[config.mk]
export PLATFORM = sky130hd
export DESIGN_NAME = nes_bus_arbiter
export DESIGN_NICKNAME = d
export VERILOG_FILES = /design/src/rtl/nes_bus_arbiter.sv
export SDC_FILE = /design/constraint.sdc
export NUM_CORES = 1
export LEC_CHECK = 0
export BUFFER_PORTS_ARGS = -buffer_cell sky130_fd_sc_hd__buf_2
export CAP_MARGIN = 20
export CORE_AREA = 2 2 101 79
export DETAILED_ROUTE_END_ITERATION = 8
export DIE_AREA = 0 0 103 81
export PLACE_DENSITY = 0.58
export SETUP_SLACK_MARGIN = 0.1
export SYNTH_ARGS = -nofsm -noshare
export SYNTH_HDL_FRONTEND = slang
export SYNTH_SLANG_ARGS = --single-unit
[constraint.sdc]
create_clock -name clk_in -period 2.1 [get_ports clk_in]
set_input_delay 0.315 -clock clk_in [delete_from_list [all_inputs] [get_ports clk_in]]
set_output_delay 0.315 -clock clk_in [all_outputs]
set_load 0.1 [all_outputs]
[src/rtl/nes_bus_arbiter.sv]
`timescale 1ns/1ps
// -----------------------------------------------------------------------------
// nes_bus_arbiter
//
// Purpose:
//   N-master arbiter for the CPU memory bus (PRG / WRAM / PPU register space).
//   Masters such as the CPU, a debug host or a DMA engine each raise a request
//   and hold it until they receive an acknowledge. One winner owns the shared
//   bus for one whole transaction:
//     IDLE -> ACCESS (one bus_en strobe) -> WAIT (RD_LAT cycles) -> ACK -> IDLE
//   Read data comes back from the slave a fixed RD_LAT cycles after the strobe.
//   It is registered and handed to the owner in its ack cycle.
//   Arbitration is either fixed priority (lowest index wins) or round-robin.
//   A per-master lock lets one master, for example a debug session, keep
//   exclusive use of the bus across several transactions.
//
// Parameters:
//   NUM_MASTERS  number of requesting masters (1..8)
//   AW / DW      address / data width
//   RD_LAT       slave read latency, bus_en cycle to bus_din valid (1..4)
//   ARB_MODE     0 = fixed priority, 1 = round-robin
//
// Ports:
//   clk_in    in   system clock
//   rst_in    in   synchronous reset, active high; aborts any transaction
//   m_req     in   per-master request, held until m_ack
//   m_lock    in   per-master bus lock request
//   m_a       in   packed addresses, master i at [i*AW +: AW]
//   m_r_nw    in   per-master read(1) / write(0)
//   m_dout    in   packed write data, master i at [i*DW +: DW]
//   m_gnt     out  one-hot current owner, zero when idle
//   m_ack     out  one-cycle completion pulse to the owner
//   m_din     out  registered read data, valid in the m_ack cycle
//   bus_en    out  shared bus strobe, one cycle per transaction
//   bus_a     out  shared bus address (held for the whole transaction)
//   bus_r_nw  out  shared bus read/write (held for the whole transaction)
//   bus_dout  out  shared bus write data (held for the whole transaction)
//   bus_din   in   OR-combined slave read data
// -----------------------------------------------------------------------------
module nes_bus_arbiter #(
    parameter int NUM_MASTERS = 2,
    parameter int AW          = 16,
    parameter int DW          = 8,
    parameter int RD_LAT      = 1,
    parameter int ARB_MODE    = 0
) (
    input  logic                      clk_in,
    input  logic                      rst_in,
    input  logic [NUM_MASTERS-1:0]    m_req,
    input  logic [NUM_MASTERS-1:0]    m_lock,
    input  logic [NUM_MASTERS*AW-1:0] m_a,
    input  logic [NUM_MASTERS-1:0]    m_r_nw,
    input  logic [NUM_MASTERS*DW-1:0] m_dout,
    output logic [NUM_MASTERS-1:0]    m_gnt,
    output logic [NUM_MASTERS-1:0]    m_ack,
    output logic [DW-1:0]             m_din,
    output logic                      bus_en,
    output logic [AW-1:0]             bus_a,
    output logic                      bus_r_nw,
    output logic [DW-1:0]             bus_dout,
    input  logic [DW-1:0]             bus_din
);

    // Master index width. It is kept at least one bit wide so that the
    // single-master build still has legal vectors.
    localparam int IW = (NUM_MASTERS > 1) ? $clog2(NUM_MASTERS) : 1;
    // The wait counter runs from 0 to RD_LAT-1, and RD_LAT is at most 4.
    localparam int CW = 3;

    typedef enum logic [1:0] {
        S_IDLE,
        S_ACCESS,
        S_WAIT,
        S_ACK
    } state_t;

    state_t                  state;
    state_t                  state_nxt;

    logic [IW-1:0]           owner;       // master that owns the current transaction
    logic [IW-1:0]           rr_ptr;      // round-robin search start (last winner + 1)
    logic                    lock_valid;  // a lock owner is recorded
    logic [IW-1:0]           lock_owner;
    logic [CW-1:0]           wait_cnt;

    logic [NUM_MASTERS-1:0]  owner_oh;
    logic [NUM_MASTERS-1:0]  lock_oh;
    logic                    lock_active;
    logic [NUM_MASTERS-1:0]  eligible;
    logic                    found;
    logic [IW-1:0]           winner;
    logic [AW-1:0]           sel_a;
    logic                    sel_r_nw;
    logic [DW-1:0]           sel_dout;
    logic                    wait_done;

    // -------------------------------------------------------------------------
    // Index decode: one-hot forms of the owner and the lock owner.
    // These use constant-index loops, so no variable bit-select lands on a
    // one-bit vector when NUM_MASTERS is 1.
    // -------------------------------------------------------------------------
    always_comb begin
        // NOTE: every signal written here gets a default before any branch;
        // a path that leaves one unassigned would infer a latch.
        owner_oh = '0;
        lock_oh  = '0;
        for (int i = 0; i < NUM_MASTERS; i++) begin
            owner_oh[i] = (owner == IW'(i));
            lock_oh[i]  = (lock_owner == IW'(i));
        end
    end

    // The lock only restricts eligibility while its owner still asserts
    // m_lock. The IDLE cycle in which the owner drops the lock is therefore
    // already open to every master. In the same cycle the stored lock is
    // cleared.
    assign lock_active = lock_valid && |(lock_oh & m_lock);

    // -------------------------------------------------------------------------
    // Winner selection.
    // Pass 1 takes the lowest eligible index at or above rr_ptr. In fixed
    // mode it simply takes the lowest eligible index. Pass 2 handles the
    // round-robin wrap back to index 0.
    // -------------------------------------------------------------------------
    always_comb begin
        eligible = m_req;
        if (lock_active) begin
            eligible = m_req & lock_oh;
        end

        found  = 1'b0;
        winner = '0;
        for (int i = 0; i < NUM_MASTERS; i++) begin
            if (!found && eligible[i] && (ARB_MODE == 0 || IW'(i) >= rr_ptr)) begin
                found  = 1'b1;
                winner = IW'(i);
            end
        end
        for (int i = 0; i < NUM_MASTERS; i++) begin
            if (!found && eligible[i]) begin
                found  = 1'b1;
                winner = IW'(i);
            end
        end
    end

    // Request fields of the selected master. They are latched onto the bus
    // at the grant.
    always_comb begin
        sel_a    = '0;
        sel_r_nw = 1'b1;
        sel_dout = '0;
        for (int i = 0; i < NUM_MASTERS; i++) begin
            if (winner == IW'(i)) begin
                sel_a    = m_a[i*AW +: AW];
                sel_r_nw = m_r_nw[i];
                sel_dout = m_dout[i*DW +: DW];
            end
        end
    end

    assign wait_done = (wait_cnt == CW'(RD_LAT - 1));

    // -------------------------------------------------------------------------
    // FSM, process 1: state register
    // -------------------------------------------------------------------------
    always_ff @(posedge clk_in) begin
        // NOTE: sequential state uses non-blocking assignments only. Every
        // register then samples pre-edge values, whatever the block order.
        if (rst_in) begin
            state <= S_IDLE;
        end else begin
            state <= state_nxt;
        end
    end

    // -------------------------------------------------------------------------
    // FSM, process 2: next-state logic
    // -------------------------------------------------------------------------
    always_comb begin
        state_nxt = state;
        unique case (state)
            S_IDLE:   if (found) state_nxt = S_ACCESS;
            S_ACCESS: state_nxt = S_WAIT;
            S_WAIT:   if (wait_done) state_nxt = S_ACK;
            S_ACK:    state_nxt = S_IDLE;
            default:  state_nxt = S_IDLE;
        endcase
    end

    // -------------------------------------------------------------------------
    // FSM, process 3: outputs decoded from the state register.
    // The owner keeps its grant from ACCESS through ACK, so m_gnt and m_ack
    // can never name two masters.
    // -------------------------------------------------------------------------
    always_comb begin
        m_gnt  = '0;
        m_ack  = '0;
        bus_en = 1'b0;
        unique case (state)
            S_IDLE:   ;
            S_ACCESS: begin
                m_gnt  = owner_oh;
                bus_en = 1'b1;
            end
            S_WAIT:   m_gnt = owner_oh;
            S_ACK: begin
                m_gnt = owner_oh;
                m_ack = owner_oh;
            end
            default:  ;
        endcase
    end

    // -------------------------------------------------------------------------
    // Datapath and arbitration state
    // -------------------------------------------------------------------------
    always_ff @(posedge clk_in) begin
        if (rst_in) begin
            owner      <= '0;
            rr_ptr     <= '0;
            lock_valid <= 1'b0;
            lock_owner <= '0;
            wait_cnt   <= '0;
            bus_a      <= '0;
            bus_r_nw   <= 1'b1;
            bus_dout   <= '0;
            m_din      <= '0;
        end else begin
            unique case (state)
                S_IDLE: begin
                    if (lock_valid && !lock_active) begin
                        lock_valid <= 1'b0;
                    end
                    if (found) begin
                        owner    <= winner;
                        bus_a    <= sel_a;
                        bus_r_nw <= sel_r_nw;
                        bus_dout <= sel_dout;
                        // The pointer moves only on a grant. Fixed mode ignores it.
                        rr_ptr   <= (winner == IW'(NUM_MASTERS - 1)) ? '0 : winner + 1'b1;
                    end
                end
                S_ACCESS: begin
                    wait_cnt <= '0;
                end
                S_WAIT: begin
                    wait_cnt <= wait_cnt + 1'b1;
                    // The slave data is valid exactly RD_LAT cycles after the
                    // strobe, which is the last WAIT cycle. Writes leave m_din alone.
                    if (wait_done && bus_r_nw) begin
                        m_din <= bus_din;
                    end
                end
                S_ACK: begin
                    if (|(owner_oh & m_lock)) begin
                        lock_valid <= 1'b1;
                        lock_owner <= owner;
                    end
                end
                default: ;
            endcase
        end
    end

    // -------------------------------------------------------------------------
    // Structural invariants
    // -------------------------------------------------------------------------
    a_gnt_onehot: assert property (@(posedge clk_in) disable iff (rst_in)
        $onehot0(m_gnt));
    a_ack_onehot: assert property (@(posedge clk_in) disable iff (rst_in)
        $onehot0(m_ack));
    a_ack_owner:  assert property (@(posedge clk_in) disable iff (rst_in)
        (m_ack != '0) |-> (m_ack == m_gnt));
    a_en_granted: assert property (@(posedge clk_in) disable iff (rst_in)
        bus_en |-> (m_gnt != '0));

endmodule
# Word-level counts from Yosys, hierarchy flattened
# Index checks and enable logic that the tools add are counted.
# word_totals
regBits	41
in_bits	64
output_inout_bits	38
word_cells	65
# classes
add_sub_neg	1
n_eq_ne	7
n_mux	21
bitwise	5
reduce_logical	22
# ops
operator	n
$mux W16	1
$mux W1	11
$mux W2	5
$mux W8	1
$ne A2 B2 Y1 const B	4
$pmux W2 S4	1
$reduce_and A2 Y1	4
$and A2 B2 Y2	3
$logic_and A1 B1 Y1	6
$pmux W3 S2	1
$eq A2 B2 Y1 const B	2
$logic_not A1 Y1	4
$reduce_bool A2 Y1	2
$reduce_or A2 Y1	2
$add A3 B1 Y3 const B	1
$logic_not A3 Y1	1
$reduce_and A3 Y1	1
$reduce_or A3 Y1	1
$eq A2 B1 Y1 const B	1
$logic_not A2 Y1	1
$not A1 Y1	2
$pmux W1 S2	1

# Depth between registers and ports, before layout
# depth
depth_word	17
mapped_depth	7

# Least setup slack after synthesis
# Ideal clock, no wire load.
# synth_path
path_kind	flip-flop to output port
startpoint	reg state[0]
endpoint	out m_gnt[1]
arrival_time_ps	2109
t_required_ps	1785
setup_slack_ps	-324
stages_incl_launch_ff	5
n_path_buf	1
path_cell_list	dfxtp_1 inv_1 ha_1 clkbuf_1 nor2b_1
# synth_via
elab_chain_len	3
# synth_rtl
item	line_no	text
start, declared	77	state_t state;
start signal, assigned	173	state <= state_nxt;
$eq A2 B1 Y1 / $eq A2 B2 Y1 (equally long branches)	200	unique case (state)
$reduce_or A3 Y1 (no source line) (*)	-	
$mux W2 (*)	200	
end, declared	54	output logic [NUM_MASTERS-1:0] m_gnt,
# Every way passes the cells marked *; elsewhere a longest branch is shown, timed or not.

# Worst setup path after layout
# Ends and elaborated chain as after synthesis.

==> results.txt <==
CP max FO: 8
GRT Overall Usage: 11.0%
Setup CP Type: flip-flop to output pin
sw frac: 56.9%
Synth area leaders: dfxtp_1, mux2_4, o21a_1
Final Cycle Share: 88.4%
skew final: 0.00419 ns
met2 routed WL: 2100 um
vias post-DR: 1864
first-pass GRT wire length: 7220 um
number of synthesis warnings: 0
Slew Limit Fails: 0
multi-input logic area: 1150 sq um
Synth Instances: 237
Post-synth EDFFs: 0
register area share after synthesis: 38.3%
Final Hold Fails: 0
Seq. cell area: 821 sq um
post-route DRC violation count: 0
Root Driver: clkbuf_8
initial core utilization: 28.6%
Die Height: 81 um
vias in the first global route: 1577
die footprint: 8340 sq um
final core utilization: 38.8%
Synth Register Bits: 41
Peak VDD IR: 0.000958 V
RSZ-0062 raised after global routing: no
IO Pins: 102
synth-to-layout area growth: 35.8%
share of layout cells above drive strength 1: 42.9%
final wirelength: 4810 um
status: completed
Pint: 2.13 mW
Yosys top cell by area: dfxtp_1
async set-reset flop share out of synthesis: 0%
Power Total: 4.94 mW
# port buffers: 101
# diodes: 0
Worst EP required: 1.78 ns
# H-tree levels: 2
Core Region: 7500 sq um
Max Root-Sink Buffers: 2
Worst-path clk slew: 0.08 ns
Final nets: 405
DR iter-0 viols: 37
CP Launch Type: flip-flop
Mean Syn Cell Area: 9.04 sq um
commonest cells after routing, fill and taps aside: buf_2, dfxtp_1, a21oi_1
Min Hold Slack: 0.254 ns
met3 routed WL: 374 um
combinational fraction of design power: 61.7%
Die X: 103 um
Rel. slew slack: 53.9%
FMAX: 539 MHz
crit path DAT: 1.54 ns
CTS tree: yes
final global-route overflow total: 0
Sequential Power Share: 23.3%
Tightest Hold Check Type: input pin to flip-flop
vias per cell: 4.23
Most used DFF post-synth: dfxtp_1
# clock sinks: 41
leak pwr: 1.37 nW
Net Switching: 2.81 mW
Post-Syn Area: 2140 sq um
RD Place Congestion: 0.737
Power Density: 1700 nW/um^2
drt pass-1 iters: 4
Cell variety after synth: 30
DR WL/cell: 10.9 um
pin count of the biggest net entering global routing: 49
post-route ant nets: 0
max_cap viols: 0
Detail Placement HPWL: 3610 um
WL met1: 2320 um
Top Metal Used: met4
Tmin final: 1.86 ns
Least-Margin Pin Slew: 0.691 ns
# setup viols final: 0
CP endpoint kind: output pin
top cell type's share of synthesized area: 38.3%
total CTS buffers: 5
Fillers: 802
Clock Power Share: 15.0%
setup TNS: 0 ns
syn_nets: 307
most common cell after layout, fill and taps aside: buf_2
Row Count: 28
initial antenna violation count: 0
worst skew pair latency: 0.29 ns
sequential cells by signal (all words and copies together), names as in the netlist:
signal	count
lock_owner	1
wait_cnt	3
owner	1
state	2
bus_r_nw	1
m_din	8
bus_dout	8
bus_a	16
lock_valid	1
power by group through the flow:
stage,Combinational (mW),Clock [mW],Sequential [mW]
floorplan,1.07,0,2.68
global placement,3.03,0,1.17
detailed placement,3.07,0,1.17
CTS,3.07,0.778,1.16
global route,3.24,0.807,1.18
finish,3.05,0.742,1.15
area by class of cell:
| class | count | share of cell area, % |
|---|---|---|
| clock inverters | 3 | 2.23 |
| multi-input cells | 152 | 39.4 |
| well taps | 105 | 4.51 |
| flip-flops and latches | 41 | 28.2 |
| clock buffers | 5 | 2.36 |
| repair buffers | 105 | 19.4 |
| inverters | 30 | 3.87 |
cell families after synthesis:
logic type      after synthesis  share of synthesized area (%)
simple gates                 46                           10.2
compound gates               72                           21.9
fa+ha+maj                     6                           3.50
buf+inv                      44                           8.52
flops                        41                           38.3
mux                          28                           17.6
worst paths after layout:
| check | start | to | slack [ns] | cells after the start |
|---|---|---|---|---|
| setup / recovery | state[0] | m_gnt[1] | 0.24 | 4 |
| hold / removal | bus_din[6] | m_din[6] | 0.25 | 3 |
| setup reg to reg | state[0] | bus_dout[0] | 0.39 | 6 |
| hold reg to reg | m_din[0] | m_din[0] | 0.46 | 2 |
through the flow:
| step | instance area (sq um) | instances | worst slack (ns) |
|---|---|---|---|
| 2_1_floorplan | 2150 | 237 | 0.186 |
| 3_3_place_gp | 2770 | 433 | 0.484 |
| 3_5_place_dp | 2770 | 433 | 0.416 |
| 4_1_cts | 2910 | 441 | 0.121 |
| 5_1_grt | 2910 | 441 | 0.122 |
| 6_report | 2910 | 441 | 0.243 |
worst max-delay path, stage by stage (launching register included):
cell	delay [ns]
dfxtp_1	0.40
inv_1	0.09
ha_1	0.31
nor2b_2	0.14
clkbuf_4	0.33
cell usage after synthesis, types with 4 or more instances:
master and n:
inv_1 30, mux2_4 18, nand2_1 20, nand3_1 4, ha_1 6, dfxtp_1 41
mux2_2 6, nor2_1 9, clkbuf_1 8, mux2i_1 4, nand2b_1 4, o21a_1 25
a21oi_1 37
metal layers:
layer  vias to the layer above  GRT usage [%]
met3                         2           3.44
met5                         -              0
li1                        984              -
met1                       816           14.6
met4                         0           2.37
met2                        62           17.7
repair_timing:
action / in CTS / in global routing
endpoints found under the setup margin: 0 / 2
hold buffers: 0 / 0
hold endpoints to repair: 0 / 0
buffers inserted: 0 / 0
resized for setup: 0 / 2
(Power assumes the default switching activity.)
